### src/rtl/mem_arbiter_pkg.sv
// Shared definitions for the two-requester memory arbiter: request modes,
// FSM state encoding, the default response timeout and the request record.
package mem_arbiter_pkg;

  localparam logic MEMREQ_READ  = 1'b0;
  localparam logic MEMREQ_WRITE = 1'b1;

  localparam int TIMEOUT_CYCLES_DEFAULT = 1024;

  typedef enum logic [1:0] {
    ARB_IDLE,
    ARB_WAIT_RESP,
    ARB_RESPOND
  } arb_state_t;

  typedef struct packed {
    logic        mode;
    logic [31:0] addr;
    logic [31:0] wdata;
    logic [3:0]  wstrb;
  } mem_req_t;

endpackage

### src/rtl/mem_arbiter_if.sv
// Bus bundle of the memory arbiter: two requester ports and the memory port.
// The slave modport is the arbiter's view; master is the environment's view.
interface mem_arbiter_if;

  logic        m0_request_enable;
  logic        m0_req_mode;
  logic [31:0] m0_req_addr;
  logic [31:0] m0_req_wdata;
  logic [3:0]  m0_req_wstrb;
  logic        m0_response_enable;
  logic [31:0] m0_resp_data;
  logic        m0_resp_error;

  logic        m1_request_enable;
  logic        m1_req_mode;
  logic [31:0] m1_req_addr;
  logic [31:0] m1_req_wdata;
  logic [3:0]  m1_req_wstrb;
  logic        m1_response_enable;
  logic [31:0] m1_resp_data;
  logic        m1_resp_error;

  logic        request_enable;
  logic        req_mode;
  logic [31:0] req_addr;
  logic [31:0] req_wdata;
  logic [3:0]  req_wstrb;
  logic        response_enable;
  logic [31:0] resp_data;
  logic        grant_id;

  modport slave (
    input  m0_request_enable, m0_req_mode, m0_req_addr, m0_req_wdata, m0_req_wstrb,
    output m0_response_enable, m0_resp_data, m0_resp_error,
    input  m1_request_enable, m1_req_mode, m1_req_addr, m1_req_wdata, m1_req_wstrb,
    output m1_response_enable, m1_resp_data, m1_resp_error,
    output request_enable, req_mode, req_addr, req_wdata, req_wstrb, grant_id,
    input  response_enable, resp_data
  );

  modport master (
    output m0_request_enable, m0_req_mode, m0_req_addr, m0_req_wdata, m0_req_wstrb,
    input  m0_response_enable, m0_resp_data, m0_resp_error,
    output m1_request_enable, m1_req_mode, m1_req_addr, m1_req_wdata, m1_req_wstrb,
    input  m1_response_enable, m1_resp_data, m1_resp_error,
    input  request_enable, req_mode, req_addr, req_wdata, req_wstrb, grant_id,
    output response_enable, resp_data
  );

endinterface

### src/rtl/arb_req_slot.sv
// Per-requester pending slot: latches a request pulse unless one is already
// pending; the arbiter clears it once the requester has been answered.
module arb_req_slot
  import mem_arbiter_pkg::*;
(
  input  logic     clk,
  input  logic     rstn,
  input  logic     req_en_i,
  input  mem_req_t req_i,
  input  logic     clr_i,
  output logic     pend_o,
  output mem_req_t slot_o
);

  logic     pend_q;
  mem_req_t slot_q;
  logic     capture;

  assign capture = req_en_i && !pend_q;

  always_ff @(posedge clk or negedge rstn) begin
    if (!rstn) begin
      pend_q <= 1'b0;
    end else if (capture) begin
      pend_q <= 1'b1;
    end else if (clr_i) begin
      pend_q <= 1'b0;
    end
  end

  // Payload is only meaningful while pending, so it carries no reset.
  always_ff @(posedge clk) begin
    if (capture) begin
      slot_q <= req_i;
    end
  end

  assign pend_o = pend_q;
  assign slot_o = slot_q;

endmodule

### src/rtl/mem_arbiter.sv
// Two-requester memory arbiter with one outstanding transaction and timeout.
// Define MEM_ARBITER_ROUND_ROBIN_EN for round-robin; default is m0 priority.
module mem_arbiter
  import mem_arbiter_pkg::*;
#(
  parameter int TIMEOUT_CYCLES = TIMEOUT_CYCLES_DEFAULT
) (
  input logic           clk,
  input logic           rstn,
  mem_arbiter_if.slave  bus
);

  logic       pend0, pend1;
  mem_req_t   slot0, slot1;
  mem_req_t   m0_in, m1_in;
  logic       clr0, clr1;
  logic       win_id;
  logic       timeout_hit;
  logic       finish;

  arb_state_t  state_q;
  logic [31:0] cnt_q;
  logic        last_grant_q;
  logic        grant_q;
  logic        request_enable_q;
  mem_req_t    req_q;
  logic        m0_rsp_en_q, m1_rsp_en_q;
  logic [31:0] m0_rdata_q, m1_rdata_q;
  logic        m0_err_q, m1_err_q;

  assign m0_in = {bus.m0_req_mode, bus.m0_req_addr, bus.m0_req_wdata, bus.m0_req_wstrb};
  assign m1_in = {bus.m1_req_mode, bus.m1_req_addr, bus.m1_req_wdata, bus.m1_req_wstrb};

  arb_req_slot u_slot0 (
    .clk(clk), .rstn(rstn), .req_en_i(bus.m0_request_enable), .req_i(m0_in),
    .clr_i(clr0), .pend_o(pend0), .slot_o(slot0)
  );

  arb_req_slot u_slot1 (
    .clk(clk), .rstn(rstn), .req_en_i(bus.m1_request_enable), .req_i(m1_in),
    .clr_i(clr1), .pend_o(pend1), .slot_o(slot1)
  );

  // Counter runs 0..TIMEOUT_CYCLES-1, so the error fires after exactly
  // TIMEOUT_CYCLES cycles spent in WAIT_RESP.
  assign timeout_hit = (TIMEOUT_CYCLES != 0) && (cnt_q == 32'(TIMEOUT_CYCLES - 1));
  assign finish      = (state_q == ARB_WAIT_RESP) && (bus.response_enable || timeout_hit);
  assign clr0        = finish && !grant_q;
  assign clr1        = finish &&  grant_q;

  always_comb begin
`ifdef MEM_ARBITER_ROUND_ROBIN_EN
    win_id = (pend0 && pend1) ? ~last_grant_q : ~pend0;
`else
    win_id = ~pend0;
`endif
  end

  always_ff @(posedge clk or negedge rstn) begin
    if (!rstn) begin
      state_q          <= ARB_IDLE;
      cnt_q            <= '0;
      last_grant_q     <= 1'b1;
      grant_q          <= 1'b0;
      request_enable_q <= 1'b0;
      req_q            <= '0;
      m0_rsp_en_q      <= 1'b0;
      m1_rsp_en_q      <= 1'b0;
      m0_rdata_q       <= '0;
      m1_rdata_q       <= '0;
      m0_err_q         <= 1'b0;
      m1_err_q         <= 1'b0;
    end else begin
      request_enable_q <= 1'b0;
      m0_rsp_en_q      <= 1'b0;
      m1_rsp_en_q      <= 1'b0;
      case (state_q)
        ARB_IDLE: begin
          if (pend0 || pend1) begin
            grant_q          <= win_id;
            req_q            <= win_id ? slot1 : slot0;
            request_enable_q <= 1'b1;
            cnt_q            <= '0;
            state_q          <= ARB_WAIT_RESP;
          end
        end
        ARB_WAIT_RESP: begin
          if (finish) begin
            if (grant_q) begin
              m1_rsp_en_q <= 1'b1;
              m1_rdata_q  <= bus.response_enable ? bus.resp_data : 32'h0;
              m1_err_q    <= !bus.response_enable;
            end else begin
              m0_rsp_en_q <= 1'b1;
              m0_rdata_q  <= bus.response_enable ? bus.resp_data : 32'h0;
              m0_err_q    <= !bus.response_enable;
            end
            last_grant_q <= grant_q;
            state_q      <= ARB_RESPOND;
          end else begin
            cnt_q <= cnt_q + 32'd1;
          end
        end
        ARB_RESPOND: state_q <= ARB_IDLE;
        default:     state_q <= ARB_IDLE;
      endcase
    end
  end

  assign bus.request_enable     = request_enable_q;
  assign bus.req_mode           = req_q.mode;
  assign bus.req_addr           = req_q.addr;
  assign bus.req_wdata          = req_q.wdata;
  assign bus.req_wstrb          = req_q.wstrb;
  assign bus.grant_id           = grant_q;
  assign bus.m0_response_enable = m0_rsp_en_q;
  assign bus.m0_resp_data       = m0_rdata_q;
  assign bus.m0_resp_error      = m0_err_q;
  assign bus.m1_response_enable = m1_rsp_en_q;
  assign bus.m1_resp_data       = m1_rdata_q;
  assign bus.m1_resp_error      = m1_err_q;

endmodule

### src/flat_wrapper.sv
// flat-port wrapper written by rule: the top's interface ports become plain ports
module mem_arbiter_flat import mem_arbiter_pkg::*;
#(
  parameter int TIMEOUT_CYCLES = TIMEOUT_CYCLES_DEFAULT
)
  (clk, rstn, bus_m0_request_enable, bus_m0_req_mode, bus_m0_req_addr, bus_m0_req_wdata, bus_m0_req_wstrb, bus_m0_response_enable, bus_m0_resp_data, bus_m0_resp_error, bus_m1_request_enable, bus_m1_req_mode, bus_m1_req_addr, bus_m1_req_wdata, bus_m1_req_wstrb, bus_m1_response_enable, bus_m1_resp_data, bus_m1_resp_error, bus_request_enable, bus_req_mode, bus_req_addr, bus_req_wdata, bus_req_wstrb, bus_grant_id, bus_response_enable, bus_resp_data);
  mem_arbiter_if bus_i ();
  input logic clk;
  input logic rstn;
  input wire logic [$bits(bus_i.m0_request_enable)-1:0] bus_m0_request_enable;
  input wire logic [$bits(bus_i.m0_req_mode)-1:0] bus_m0_req_mode;
  input wire logic [$bits(bus_i.m0_req_addr)-1:0] bus_m0_req_addr;
  input wire logic [$bits(bus_i.m0_req_wdata)-1:0] bus_m0_req_wdata;
  input wire logic [$bits(bus_i.m0_req_wstrb)-1:0] bus_m0_req_wstrb;
  output wire logic [$bits(bus_i.m0_response_enable)-1:0] bus_m0_response_enable;
  output wire logic [$bits(bus_i.m0_resp_data)-1:0] bus_m0_resp_data;
  output wire logic [$bits(bus_i.m0_resp_error)-1:0] bus_m0_resp_error;
  input wire logic [$bits(bus_i.m1_request_enable)-1:0] bus_m1_request_enable;
  input wire logic [$bits(bus_i.m1_req_mode)-1:0] bus_m1_req_mode;
  input wire logic [$bits(bus_i.m1_req_addr)-1:0] bus_m1_req_addr;
  input wire logic [$bits(bus_i.m1_req_wdata)-1:0] bus_m1_req_wdata;
  input wire logic [$bits(bus_i.m1_req_wstrb)-1:0] bus_m1_req_wstrb;
  output wire logic [$bits(bus_i.m1_response_enable)-1:0] bus_m1_response_enable;
  output wire logic [$bits(bus_i.m1_resp_data)-1:0] bus_m1_resp_data;
  output wire logic [$bits(bus_i.m1_resp_error)-1:0] bus_m1_resp_error;
  output wire logic [$bits(bus_i.request_enable)-1:0] bus_request_enable;
  output wire logic [$bits(bus_i.req_mode)-1:0] bus_req_mode;
  output wire logic [$bits(bus_i.req_addr)-1:0] bus_req_addr;
  output wire logic [$bits(bus_i.req_wdata)-1:0] bus_req_wdata;
  output wire logic [$bits(bus_i.req_wstrb)-1:0] bus_req_wstrb;
  output wire logic [$bits(bus_i.grant_id)-1:0] bus_grant_id;
  input wire logic [$bits(bus_i.response_enable)-1:0] bus_response_enable;
  input wire logic [$bits(bus_i.resp_data)-1:0] bus_resp_data;
  assign bus_i.m0_request_enable = bus_m0_request_enable;
  assign bus_i.m0_req_mode = bus_m0_req_mode;
  assign bus_i.m0_req_addr = bus_m0_req_addr;
  assign bus_i.m0_req_wdata = bus_m0_req_wdata;
  assign bus_i.m0_req_wstrb = bus_m0_req_wstrb;
  assign bus_m0_response_enable = bus_i.m0_response_enable;
  assign bus_m0_resp_data = bus_i.m0_resp_data;
  assign bus_m0_resp_error = bus_i.m0_resp_error;
  assign bus_i.m1_request_enable = bus_m1_request_enable;
  assign bus_i.m1_req_mode = bus_m1_req_mode;
  assign bus_i.m1_req_addr = bus_m1_req_addr;
  assign bus_i.m1_req_wdata = bus_m1_req_wdata;
  assign bus_i.m1_req_wstrb = bus_m1_req_wstrb;
  assign bus_m1_response_enable = bus_i.m1_response_enable;
  assign bus_m1_resp_data = bus_i.m1_resp_data;
  assign bus_m1_resp_error = bus_i.m1_resp_error;
  assign bus_request_enable = bus_i.request_enable;
  assign bus_req_mode = bus_i.req_mode;
  assign bus_req_addr = bus_i.req_addr;
  assign bus_req_wdata = bus_i.req_wdata;
  assign bus_req_wstrb = bus_i.req_wstrb;
  assign bus_grant_id = bus_i.grant_id;
  assign bus_i.response_enable = bus_response_enable;
  assign bus_i.resp_data = bus_resp_data;
  mem_arbiter #(.TIMEOUT_CYCLES(TIMEOUT_CYCLES)) u_core (.clk(clk), .rstn(rstn), .bus(bus_i));
endmodule
### config.mk
export PLATFORM = sky130hd
export DESIGN_NAME = mem_arbiter_flat
export DESIGN_NICKNAME = d
export VERILOG_FILES = /design/src/rtl/mem_arbiter_pkg.sv /design/src/rtl/mem_arbiter_if.sv /design/src/rtl/arb_req_slot.sv /design/src/rtl/mem_arbiter.sv /design/src/flat_wrapper.sv
export SDC_FILE = /design/constraint.sdc
export NUM_CORES = 1
export LEC_CHECK = 0
export CAP_MARGIN = 20
export CORE_ASPECT_RATIO = 1.2
export CORE_MARGIN = 4
export CORE_UTILIZATION = 44
export DETAILED_ROUTE_END_ITERATION = 16
export GPL_TIMING_DRIVEN = 0
export PLACE_DENSITY = 0.89
export SYNTH_ARGS = -nofsm -noshare
export SYNTH_HDL_FRONTEND = slang
export SYNTH_HIERARCHICAL = 1
export SYNTH_SLANG_ARGS = --single-unit
### constraint.sdc
create_clock -name clk -period 4.3 [get_ports clk]
set_input_delay 0.86 -clock clk [delete_from_list [all_inputs] [get_ports clk]]
set_output_delay 0.86 -clock clk [all_outputs]
set_load 0.05 [all_outputs]
; ---- Word-level counts from Yosys, hierarchy flattened
; Cells that the tools add are included.
[classes]
eq_ne = 5
mux = 20
n_bitwise = 2
n_reduce_logical = 20
addsub = 1
[op_table]
columns = cell, count
row1 = $mux W32, 3
row2 = $mux W69, 1
row3 = $pmux W32 S2, 1
row4 = $add A32 B1 Y32 const B, 1
row5 = $eq A32 B10 Y1 const B, 1
row6 = $mux W1, 12
row7 = $reduce_and A3 Y1, 3
row8 = $reduce_bool A2 Y1, 3
row9 = $logic_and A1 B1 Y1, 5
row10 = $logic_not A1 Y1, 4
row11 = $mux W2, 2
row12 = $ne A2 B1 Y1 const B, 2
row13 = $pmux W2 S2, 1
row14 = $reduce_and A2 Y1, 2
row15 = $eq A2 B1 Y1 const B, 1
row16 = $logic_not A2 Y1, 1
row17 = $logic_or A1 B1 Y1, 2
row18 = $ne A2 B2 Y1 const B, 1
row19 = $not A1 Y1, 2
[word_totals]
register_bits = 313
wordCells = 72
out_inout_bits = 139
inputBits = 175

; ---- Depth between registers and ports, before layout
[logic_depth]
ltp_word = 6
depth_mapped = 8
mapped_depth_nobuf = 7

; ---- Modules after synthesis
; The synthesis kept the hierarchy.
[modules_own_cells]
columns = mod, n_inst, seq_area_each_um2, cells_per_inst, area_per_inst_um2
row1 = mem_arbiter, 1, 4329.2, 659, 7487.2
row2 = arb_req_slot, 2, 2097.0, 73, 2112.0

; ---- Worst setup path before layout
; No wires, ideal clock.
[synth_timing]
kind = input port to flip-flop
from = input port bus_m0_request_enable
to = register u_core.u_slot0.slot_q (netlist bit u_core/u_slot0/slot_o[0]) (enable)
required_time_ps = 3795
setup_slack_ps = -93
arrival_ps = 3888
path_stages = 1
n_path_buf = 0
setup_time_ps = 505
cell_sequence = nor2b_1
[synth_between]
elab_chain_cells = 1
[synth_lines]
columns = element, line
row1 = start: declaration, flat_wrapper.sv:10  ; input wire logic [$bits(bus_i.m0_request_enable)-1:0] bus_m0_request_enable;
row2 = $logic_and A1 B1 Y1, arb_req_slot.sv:19  ; assign capture = req_en_i && !pend_q;
row3 = end signal: assignment, arb_req_slot.sv:34  ; slot_q <= req_i;
row4 = end: declaration, arb_req_slot.sv:16  ; mem_req_t slot_q;
; Every way passes these cells.
; A chain may end at the register's enable or synchronous reset.

; ---- Worst setup path in the final report
[layout_timing]
from = register u_core.u_slot0.pend_q, in the netlist u_core/u_slot0/pend_o
to = register u_core.cnt_q[25]
[layout_between]
elab_chain_cells = 3
[layout_lines]
columns = element, line
row1 = start: declaration, arb_req_slot.sv:15  ; logic pend_q;
row2 = start signal: assignment, arb_req_slot.sv:23  ; pend_q <= 1'b0;
row3 = start signal: assignment, arb_req_slot.sv:25  ; pend_q <= 1'b1;
row4 = start signal: assignment, arb_req_slot.sv:27  ; pend_q <= 1'b0;
row5 = $logic_or A1 B1 Y1, mem_arbiter.sv:79  ; if (pend0 || pend1) begin
row6 = $ne A2 B1 Y1 (no source line), --
row7 = $reduce_and A3 Y1 (no source line), --
row8 = end signal: assignment, mem_arbiter.sv:101  ; cnt_q <= cnt_q + 32'd1;
row9 = end: declaration, mem_arbiter.sv:22  ; logic [31:0] cnt_q;
; Every way passes these cells.

==> metrics.csv <==
stage,metric,value,unit
synth,share of the synthesized area in the top cell type,37.4,%
place,pre-CTS setup slack,1030,ps
sta,Fmax achieved,348,MHz
synth,Synth Area in Compound Gates,10.4,%
sta,relative slew slack,31.4,%
detailed_routing,drt pass-1 iters,4,
synth,Most used DFF post-synth,dfrtp_1,
critical_path,cells on worst reg2reg path,7,
detailed_routing,WL final,31200,µm
sta,worst slew pin tran,1020,ps
sta,final setup skew,15.1,ps
synth,Synth Area in XOR/XNOR,0.972,%
sta,final slew viol count,0,
floorplan,I/O pin total,314,
detailed_routing,routed length per instance,20.6,µm
synth,syn_nets,981,
cts,post-cts resize count,0,
synth,post-synthesis simple-gate area fraction,7.36,%
place,RePlAce Congestion,0.822,
place,IO Port Bufs,312,
power,Power Density,784,nW/µm²
detailed_routing,post-DR vias/cell,5.31,
floorplan,Die X,157,µm
critical_path,"critical path fanouts, max",10,
critical_path,Worst Setup Start Kind,flip-flop,
synth,syn avg cell area,14.5,µm²
place,placed instance area,15400,µm²
critical_path,arrival time worst endpoint,3350,ps
cts,Post-CTS Setup Bufs,0,
floorplan,std cell rows,65,
cts,Clock Sinks,313,
sta,# setup viols final,0,
detailed_routing,initial detailed-routing violation count,428,
critical_path,WS Path Type,flip-flop to flip-flop,
synth,largest family of logic cells by synthesized area,compound AO/OA/AOI/OAI gates,
sta,Final Hold Viols,0,
final_layout,Area Growth Syn to Fin,39.8,%
floorplan,die height,187,µm
floorplan,starting density of the core,44.6,%
sta,post-layout minimum cycle time,2870,ps
synth,Mapped Cells,805,
final_layout,post-route design area,16400,µm²
cts,H-tree depth,1,
power,Lkg Pwr,6.75,nW
synth,Synth Cell Area,11700,µm²
floorplan,die area,29300,µm²
grt,maximum number of pins on one net before global-route repair,106,
grt,gr ovfl total,0,
cts,hold_buf cts,0,
synth,largest area contributor in the netlist,dfrtp_1,
grt,vias in the first global route,8742,
grt,Tot GR Track Use,20.8,%
final_layout,"Core Util, Final",62.3,%
synth,Post-Synth Adder-Cell Area,0.107,%
final_layout,nets@finish,1331,
critical_path,Worst setup EP type,flip-flop,
sta,RSZ-0062 raised after global routing,false,
floorplan,core area,26300,µm²
cts,clock-pin transition on the worst setup and hold timing paths,70,ps
synth,"Seq/Total Area, Yosys",72.8,%
flow_run,maxcap violations,0,
synth,most numerous cell in the Yosys netlist,dfrtp_1,
grt,first-pass GRT wire length,48000,µm
final_layout,Multi-input gate area,2930,µm²
detailed_routing,routed via count,8038,
critical_path,launching point of the worst reg2reg path,u_core/u_slot0/pend_o,
sta,worst-case hold slack,257,ps
outcome,status,finished clean,
final_layout,ratio of cells with drive above 1 in the final layout,7.05,%
cts,Skew-Pair Late Insertion Delay,550,ps
synth,register bit count reported by yosys,313,
detailed_routing,post-route ant nets,0,
cts,root buf cell,clkbuf_16,
grt,initial antenna violation count,0,
critical_path,reg-to-reg endpoint,u_core/cnt_q[25],
final_layout,Antenna Cells,0,
power,maximum vdd drop,432,µV
synth,asr flop ratio synth,55.9,%
synth,"Distinct cells, synth",53,
final_layout,filler instances,1886,
sta,final period utilization,66.8,%
final_layout,sequential cell area,8520,µm²
final_layout,Finished Layout Cells,1513,
synth,top post-synthesis cells by area,"dfrtp_1 (37%), edfxtp_1 (35%), mux2i_1 (6.1%)",
synth,mux cell area share after synthesis,6.07,%
cts,CTS tree,done,
cts,clock buffer depth,3,
synth,Synth warnings,6,
critical_path,CP required,4780,ps
place,hpwl dp,22600,µm
critical_path,R2R Setup Slk,1430,ps
sta,Final Worst Setup Slack,1430,ps
place,DP Cell Count,1457,
synth,Commonest cells post-synth,"dfrtp_1 (175), edfxtp_1 (138), nand2_1 (86)",
detailed_routing,# DRC,0,
worst_hold_path,Hold WC Path Type,input pin to asynchronous set/reset pin,
synth,Post-synth EDFFs,138,
cts,cts bufs inserted,30,
-- final cells by class --
| class | instances | area share (%) |
|---|---|---|
| tap | 335 | 2.56 |
| sequential | 313 | 52.1 |
| clock inverter | 16 | 0.909 |
| inverter | 8 | 0.183 |
| buffer | 46 | 1.49 |
| timing repair buffer | 318 | 19.8 |
| multi-input combinational | 438 | 17.9 |
| clock buffer | 39 | 5.10 |
-- cells in the final DEF (no fill, tap or decap), types with 10 or more instances in the layout --
| cell | count |
|---|---|
| clkdlybuf4s50_1 | 311 |
| dfrtp_1 | 175 |
| edfxtp_1 | 138 |
| nand2_1 | 86 |
| o21ai_0 | 76 |
| mux2i_1 | 71 |
| a22o_1 | 60 |
| clkbuf_1 | 33 |
| clkbuf_16 | 31 |
| nor2_1 | 28 |
| nand3_1 | 16 |
| xor2_1 | 12 |
| a21oi_1 | 11 |
| nand4_1 | 10 |
-- report_power, final --
group          switching [W]  total (W)  internal [W]  leakage [nW]
sequential          0.000455    0.00447       0.00402          3.47
combinational        0.00382    0.00575       0.00193          2.80
clock                0.00111    0.00261       0.00149         0.472
total                0.00539     0.0128       0.00744          6.75
-- logic make-up after synthesis --
family	count (synthesis)
flip-flops	313
AO/OA/AOI/OAI	177
AND/OR/NAND/NOR	176
multiplexers	71
buffers and inverters	54
XOR/XNOR	13
adder cells (fa/ha/maj)	1
-- flip-flops by register name (all words and copies together), names as in the netlist --
signal                         count
u_core/u_slot0/slot_o             69
u_core/u_slot1/slot_o             69
u_core/bus.m0_resp_data           32
u_core/bus.m1_resp_data           32
u_core/bus.req_addr               32
u_core/bus.req_wdata              32
u_core/cnt_q                      32
u_core/bus.req_wstrb               4
u_core/state_q                     2
u_core/bus.grant_id                1
u_core/bus.m0_resp_error           1
u_core/bus.m0_response_enable      1
u_core/bus.m1_resp_error           1
u_core/bus.m1_response_enable      1
u_core/bus.req_mode                1
u_core/bus.request_enable          1
u_core/u_slot0/pend_o              1
u_core/u_slot1/pend_o              1
-- per-stage QoR --
step / TNS [ps] / power, W
2_1_floorplan: 0 / 0.00807
3_3_place_gp: -884910 / 0.0101
3_5_place_dp: 0 / 0.0103
4_1_cts: 0 / 0.0129
5_1_grt: 0 / 0.0134
6_report: 0 / 0.0128
-- how the worst max path moves through the flow --
stage,slack [ps],end,cells past startpoint,start
after detailed placement,1030,u_core/cnt_q[25],6,u_core/u_slot0/pend_o
after CTS,1000,u_core/cnt_q[25],6,u_core/u_slot0/pend_o
after global routing,1190,u_core/cnt_q[25],7,u_core/u_slot0/pend_o
after global placement,-4840,u_core/bus.req_wdata[19],1,rstn
after floorplan,1200,u_core/u_slot0/slot_o[0],1,bus_m0_request_enable
final,1430,u_core/cnt_q[25],7,u_core/u_slot0/pend_o
-- critical path, stage by stage (launching register included) --
cell and delay [ps]:
dfrtp_1 430, clkbuf_1 320, o21ai_1 400, buf_4 260, clkbuf_1 570, clkbuf_1 500
o211ai_1 200, nand2_1 100
-- layer usage --
metal | vias up | global-route usage [%] | share of wire [%]
li1 | 3681 | - | -
met1 | 3921 | 24.0 | 37
met2 | 361 | 37.0 | 52
met3 | 75 | 5.13 | 8.0
met4 | 0 | 7.58 | 3.6
met5 | - | 0 | 0
(Power assumes the default switching activity.)
